==> src/rtl/key_event_conditioner.sv <==
// key_event_conditioner: synchronise and debounce a push-button, classify short/long presses
// and publish sticky event flags plus a wrapping press counter.
module key_event_conditioner #(
    parameter int DEBOUNCE_CYCLES = 270000,
    parameter int LONG_CYCLES     = 27000000,
    parameter bit KEY_ACTIVE_LOW  = 1'b1
) (
    input  logic       sys_clk_i,
    input  logic       reset_i,
    input  logic       key_i,
    input  logic       ack_i,
    output logic       key_level_o,
    output logic       press_flag_o,
    output logic       long_flag_o,
    output logic [7:0] press_count_o
);
    localparam int   DW      = $clog2(DEBOUNCE_CYCLES);
    localparam int   HW      = $clog2(LONG_CYCLES);
    localparam logic REL_PIN = KEY_ACTIVE_LOW;

    typedef enum logic [1:0] {REL, PRS, LNG} state_t;

    state_t        state, state_n;
    logic          s1, s2, k_s, ack_d, ack_rise;
    logic          deb_done, rise, fall, set_press, set_long;
    logic [DW-1:0] deb_cnt;
    logic [HW-1:0] hold_cnt, hold_n;

    assign k_s      = s2 ^ KEY_ACTIVE_LOW;
    assign deb_done = (k_s != key_level_o) && (deb_cnt == DW'(DEBOUNCE_CYCLES - 1));
    assign rise     = deb_done & k_s;
    assign fall     = deb_done & ~k_s;
    assign ack_rise = ack_i & ~ack_d;

    always_ff @(posedge sys_clk_i) begin
        if (reset_i)
            state <= REL;
        else
            state <= state_n;
    end

    always_comb begin
        state_n   = state;
        hold_n    = hold_cnt;
        set_press = 1'b0;
        set_long  = 1'b0;
        case (state)
            REL: begin
                set_press = rise;
                state_n   = rise ? PRS : REL;
                hold_n    = '0;
            end
            PRS: begin
                set_long = hold_cnt == HW'(LONG_CYCLES - 1);
                state_n  = fall ? REL : set_long ? LNG : PRS;
                hold_n   = (fall | set_long) ? '0 : hold_cnt + HW'(1);
            end
            LNG: begin
                state_n = fall ? REL : LNG;
                hold_n  = '0;
            end
            default: begin
                state_n = REL;
                hold_n  = '0;
            end
        endcase
    end

    // A set on the same edge as an ack-clear wins.
    always_ff @(posedge sys_clk_i) begin
        if (reset_i) begin
            s1            <= REL_PIN;
            s2            <= REL_PIN;
            ack_d         <= 1'b0;
            key_level_o   <= 1'b0;
            deb_cnt       <= '0;
            hold_cnt      <= '0;
            press_flag_o  <= 1'b0;
            long_flag_o   <= 1'b0;
            press_count_o <= 8'd0;
        end else begin
            s1            <= key_i;
            s2            <= s1;
            ack_d         <= ack_i;
            key_level_o   <= deb_done ? k_s : key_level_o;
            deb_cnt       <= (k_s == key_level_o || deb_done) ? '0 : deb_cnt + DW'(1);
            hold_cnt      <= hold_n;
            press_flag_o  <= set_press | (press_flag_o & ~ack_rise);
            long_flag_o   <= set_long | (long_flag_o & ~ack_rise);
            press_count_o <= press_count_o + {7'd0, set_press};
        end
    end
endmodule

==> config.mk <==
export PLATFORM = sky130hd
export DESIGN_NAME = key_event_conditioner
export DESIGN_NICKNAME = d
export VERILOG_FILES = /design/src/rtl/key_event_conditioner.sv
export SDC_FILE = /design/constraint.sdc
export NUM_CORES = 1
export LEC_CHECK = 0
export CORE_MARGIN = 2
export CORE_UTILIZATION = 35
export DETAILED_ROUTE_END_ITERATION = 12
export MAX_ROUTING_LAYER = met4
export SETUP_SLACK_MARGIN = 0.4
export SLEW_MARGIN = 25
export SYNTH_ARGS = -nofsm -noshare
export SYNTH_HDL_FRONTEND = slang
export SYNTH_SLANG_ARGS = --single-unit
==> constraint.sdc <==
create_clock -name sys_clk_i -period 2.11 [get_ports sys_clk_i]
set_clock_uncertainty 0.05 [all_clocks]
set_input_delay 0.422 -clock sys_clk_i [delete_from_list [all_inputs] [get_ports sys_clk_i]]
set_output_delay 0.422 -clock sys_clk_i [all_outputs]
set_load 0.02 [all_outputs]
## Word-level counts from Yosys, hierarchy flattened

Cells that the tools add are included.

| storage, ports and cells | value |
|---|---|
| logic and storage cells | 43 |
| register bits after elaboration | 60 |
| input bits | 4 |

| cells by class | value |
|---|---|
| equal/unequal tests | 6 |
| add/sub/neg operators | 3 |
| reduce and logical (&&, ||, !) cells | 5 |
| bitwise gates (word level) | 12 |
| mux-type cells | 7 |

Operator list:

| kind | count |
|---|---|
| 25-bit by 1-bit adder with 25-bit output (second input constant) | 1 |
| 25-bit == test (second input constant) | 1 |
| 19-bit by 1-bit adder with 19-bit output (second input constant) | 1 |
| 19-bit == test (second input constant) | 1 |
| 8-bit by 1-bit adder with 8-bit output | 1 |
| 2-bit 2-to-1 mux | 3 |
| 2-bit case mux with 3 select lines | 1 |
| 1-bit AND | 5 |
| 1-bit inverter | 4 |
| 1-bit 2-to-1 mux | 3 |
| 1-bit bitwise OR | 3 |
| 3-bit OR reduction | 1 |
| 2-bit by 1-bit == test with 1-bit output (second input constant) | 1 |
| 2-bit == test (second input constant) | 1 |
| 2-bit zero test | 1 |
| 2-bit OR reduction | 1 |
| 1-bit == test | 1 |
| 1-bit logical AND | 1 |
| 1-bit logical OR | 1 |
| 1-bit inequality test | 1 |

## Depth between registers and ports, before layout

| depth | value |
|---|---|
| word-level depth | 6 |
| depth in mapped cells | 10 |

## Least setup slack after synthesis

No wires, ideal clock.

| timing | value |
|---|---|
| path type | register -> register |
| start point | register deb_cnt[4] |
| end point | register press_count_o[5] |
| clock period less this slack | 2145 ps |
| path buffers | 0 |
| stages on the path, launching flop included | 10 |
| setup slack | -35 ps |
| setup time | 127 ps |
| data arrival time | 1968 ps |
| cells stage by stage | dfxtp_1 -> or4b_1 -> nor4_1 -> nand4b_1 -> inv_1 -> ha_1 -> and3_1 -> nand3_1 -> xor2_1 -> nor2_1 |

| on the way | value |
|---|---|
| word-level cells in the longest chain between the ends | 5 |

Ends and longest elaborated chain:

| item | line | RTL |
|---|---|---|
| start: declaration | 26 | `logic [DW-1:0] deb_cnt;` |
| start signal: assignment | 86 | `deb_cnt <= (k_s == key_level_o \|\| deb_done) ? '0 : deb_cnt + DW'(1);` |
| 19-bit == test | 30 | `assign deb_done = (k_s != key_level_o) && (deb_cnt == DW'(DEBOUNCE_CYCLES - 1));` |
| 1-bit logical AND | 30 |  |
| 1-bit AND | 31 | `assign rise = deb_done & k_s;` |
| 1-bit 2-to-1 mux | 47 | `case (state)` |
| 8-bit by 1-bit adder with 8-bit output | 90 | `press_count_o <= press_count_o + {7'd0, set_press};` |
| end signal: assignment | 90 |  |
| end: declaration | 15 | `output logic [7:0] press_count_o` |

No other way between the ends.
A chain may end at the register's enable or synchronous reset.

## Final worst setup path

| timing | value |
|---|---|
| start point | register deb_cnt[13] |
| end point | register deb_cnt[14] |

| on the way | value |
|---|---|
| word-level cells in the longest chain between the ends | 4 |
| elaborated cells between the ends (all ways) | 5 |

Ends and longest elaborated chain:

| item |
|---|
| branches (longest 4 deep; another with 19-bit by 1-bit adder with 19-bit output) |

Parallel ways; which one is timed is not known.

==> flow_summary.rst <==
.. list-table::
   :header-rows: 1

   * - Metric
     - Value
   * - Result of the run
     - complete, but fails checks
   * - Violated checks
     - negative setup slack
   * - Cell variety after synth
     - 35
   * - Max Buffers Root-to-Sink
     - 2
   * - Total wire length
     - 5.15 mm
   * - Layout-stage area growth over the synthesis result
     - 36.4%
   * - Worst slew margin
     - 70.1%
   * - Cell type with the highest aggregate area in the netlist
     - sky130_fd_sc_hd__dfxtp_1
   * - Global-route wire length before repair
     - 7.96 mm
   * - Number of placed instances, taps included
     - 403
   * - Final worst-path setup slack
     - -77.6 ps
   * - Detailed-route DRC error count
     - 0
   * - Final Hold Slack
     - 357 ps
   * - DPL Wire Length
     - 3.18 mm
   * - Die Y-Extent
     - 89.1 um
   * - Final-stage net count
     - 334
   * - CTS clk-pin slew, worst paths
     - 60 ps
   * - Required time at the worst-slack endpoint
     - 2290 ps
   * - Number of top-level pins
     - 15
   * - Core box area
     - 7140 um^2
   * - Cell Chain, Critical Path
     - or4_4 > or4_4 > nor2_4 > or2_4 > buf_6 > clkbuf_16 > nor2_1
   * - Transition time at the pin with the least slew margin
     - 447 ps
   * - Final std cells w/o fill
     - 429
   * - Most frequent cells in the layout
     - sky130_fd_sc_hd__dfxtp_1 (57), sky130_fd_sc_hd__xor2_1 (33), sky130_fd_sc_hd__nor2_2 (30)
   * - Layout cells sized above 1
     - 29.4%
   * - Xor and xnor fraction of the mapped netlist area
     - 15.9%
   * - Proportion of power drawn by the clock network
     - 45.1%
   * - Number of nets in the synthesized netlist
     - 288
   * - Worst path slowest cell
     - sky130_fd_sc_hd__or4_4
   * - Seq cells post-synth
     - 60
   * - Fill cell instance count of the final layout
     - 694
   * - Switching power summed over all nets
     - 435 uW
   * - Number of nets still failing antenna checks after routing
     - 0
   * - Compound-cell area share of the yosys netlist
     - 1.18%
   * - Initial core utilization
     - 35.5%
   * - Number of clock buffers inserted by TritonCTS
     - 9
   * - Most frequent standard cell in the layout excluding fill and tap cells
     - sky130_fd_sc_hd__dfxtp_1
   * - Routability cong.
     - 0.761
   * - Number of violations of the max-capacitance limit
     - 0
   * - Combinational family with the most area after synthesis
     - simple AND/OR/NAND/NOR gates
   * - Quantity of I/O buffers inserted on ports
     - 14
   * - Hold buffers post-CTS
     - 0
   * - Synth Area per Inst
     - 9.05 um^2
   * - Horiz. Die Dim
     - 89.1 um
   * - Int Pwr
     - 1710 uW
   * - Maximum number of pins on one net before global-route repair
     - 26
   * - Via count of the first global-routing pass
     - 1819
   * - Crit Path Category
     - reg -> reg
   * - Area used by multi-input combinational logic
     - 1430 um^2
   * - Fraction of the cycle the final worst path needs
     - 104%
   * - Maximum vdd drop
     - 368 uV
   * - Std cell rows
     - 31
   * - Antenna violations before repair
     - 0
   * - Wire length per cell after detailed routing
     - 12.0 um
   * - Syn Inst Count
     - 280
   * - Comb pwr share
     - 1.8%
   * - Worst path most repeated cell
     - sky130_fd_sc_hd__or4_4
   * - Dominant cells by area after synthesis
     - sky130_fd_sc_hd__dfxtp_1 (47%), sky130_fd_sc_hd__xor2_1 (11%), sky130_fd_sc_hd__nor2_1 (8.6%)
   * - Area of the die
     - 7940 um^2
   * - Slowest cell delay on critical path
     - 590 ps
   * - Global-route usage over all layers
     - 13.6%
   * - Worst min-delay path class
     - reg -> reg
   * - Final setup violation count
     - 47
   * - Total overflow reported by the global router
     - 0
   * - Adder-Cell Fraction of Synth Area
     - 1.97%
   * - Sequential power share
     - 53.1%
   * - Cell chosen for the clock root
     - sky130_fd_sc_hd__clkbuf_8
   * - Fraction of the mapped netlist area in simple logic gates
     - 29.6%
   * - Worst setup SP type
     - register
   * - Area share of the leading cell type in the synthesized netlist
     - 47.4%
   * - Number of clock sinks
     - 60
   * - Count of final hold-check violations
     - 0
   * - Static leakage
     - 0.00128 uW
   * - Worst Setup End Kind
     - register
   * - DR vias
     - 1998
   * - PwrDens
     - 619 nW/um^2
   * - Number of max-slew violations in the final report
     - 0
   * - Switching fraction of total power
     - 20.3%
   * - Area taken by flip-flops and latches
     - 1200 um^2
   * - CTS tree
     - built
   * - YS warnings
     - 0
   * - Insertion delay of the later-clocked pin in the worst-skew pair
     - 340 ps
   * - Initial drt markers
     - 91
   * - H-tree Lvls
     - 3
   * - Max Clk Rate
     - 457 MHz
   * - Unrepaired setup endpoints after global routing
     - true
   * - Total iterations of the first detailed-routing run
     - 4
   * - Minimum clock period after layout
     - 2190 ps
   * - Largest fanout on the critical path
     - 4
   * - Diodes inserted
     - 0
   * - Worst endpoint data arrival time
     - 2370 ps
   * - Number of vias per cell after detailed routing
     - 4.66
   * - Post-synthesis instance area
     - 2530 um^2
   * - Sequential element share of the synthesized area
     - 47.4%
   * - Multiplexer share of the synthesized area
     - 0.395%
## synthesized netlist by cell type, drive strengths merged
cell type,count
and4,2
nand4,13
nand3,21
nor4b,1
inv,7
dfxtp,60
or4,2
a21oi,2
nor3,3
and3,12
nand3b,1
xor2,33
a211oi,1
clkbuf,3
or3,2
nor2b,3
or2,4
a21o,1
or4b,1
nand2,15
nand4b,2
ha,4
nand2b,3
o21ai,1
buf,5
nor4,4
xnor2,13
mux2i,1
nor2,59
or3b,1
## path summary, 6_finish.rpt
kind,start,to,slack (ps),cells past startpoint
hold reg to reg,s1,s2,360,1
setup reg to reg,deb_cnt[13],deb_cnt[14],-80,7
hold / removal,s1,s2,360,1
setup / recovery,deb_cnt[13],deb_cnt[14],-80,7
## state kept, by name (all words and copies together), names as in the netlist
| signal | flops |
|---|---|
| ack_d | 1 |
| deb_cnt | 19 |
| hold_cnt | 25 |
| key_level_o | 1 |
| long_flag_o | 1 |
| press_count_o | 8 |
| press_flag_o | 1 |
| s1 | 1 |
| s2 | 1 |
| state | 2 |
## critical path, delay by kind of cell, from the launching register on
kind                   cells  cell delay, ps
buffers and inverters      2             240
flip-flops                 1             320
AND/OR/NAND/NOR            5            1460
## per-stage QoR
step | utilization (%) | setup WS, ps | cell area, um^2 | setup TNS, ps | power (uW)
floorplan | - | 7.48 | 2580 | 0 | 1180
global placement | 41.1 | -30.5 | 2940 | -325 | 1190
detailed placement | 41.1 | -84.0 | 2940 | -1420 | 1190
CTS | 44.7 | -62.6 | 3190 | -729 | 2160
global route | 48.4 | -148 | 3460 | -5090 | 2220
finish | 48.4 | -77.6 | 3460 | -2770 | 2140
## power groups by stage
stage	Clock [uW]	Combinational, uW	Sequential (uW)
after floorplan	0	13.8	1160
after global placement	0	24.7	1160
after detailed placement	0	24.9	1160
after CTS	996	30.1	1140
after global routing	1040	41.5	1140
final	964	38.8	1140
## routing by layer
| layer | global-route usage, % | routed length (um) | vias to the layer above |
|---|---|---|---|
| li1 | - | - | 1029 |
| met1 | 15.9 | 2450 | 946 |
| met2 | 20.8 | 2490 | 15 |
| met3 | 5.26 | 133 | 8 |
| met4 | 5.70 | 80 | 0 |
| met5 | - | 0 | - |
## cells by family after synthesis
logic type,count (synthesis)
buffers and inverters,15
xor gates and xnor gates,46
DFF,60
muxes,1
and+or+nand+nor,149
AOI/OAI and AO/OA,5
adders and majority gates,4
## area by class of cell
class	count	share of cell area, %
clock buffers	14	5.28
clock inverters	1	0.145
inverters	7	0.760
multi-input cells	205	41.4
flip-flops and latches	60	34.9
well taps	99	3.58
repair buffers	43	14.0
## timing repair
action                                  4_1_cts  5_1_grt
hold endpoints to repair                      0        0
pin swaps                                     2        8
gates cloned                                  1        5
resized for setup                            21       37
setup buffers                                 2        3
endpoints found under the setup margin       65       55
No activity file was read; power rests on OpenSTA's default activity.
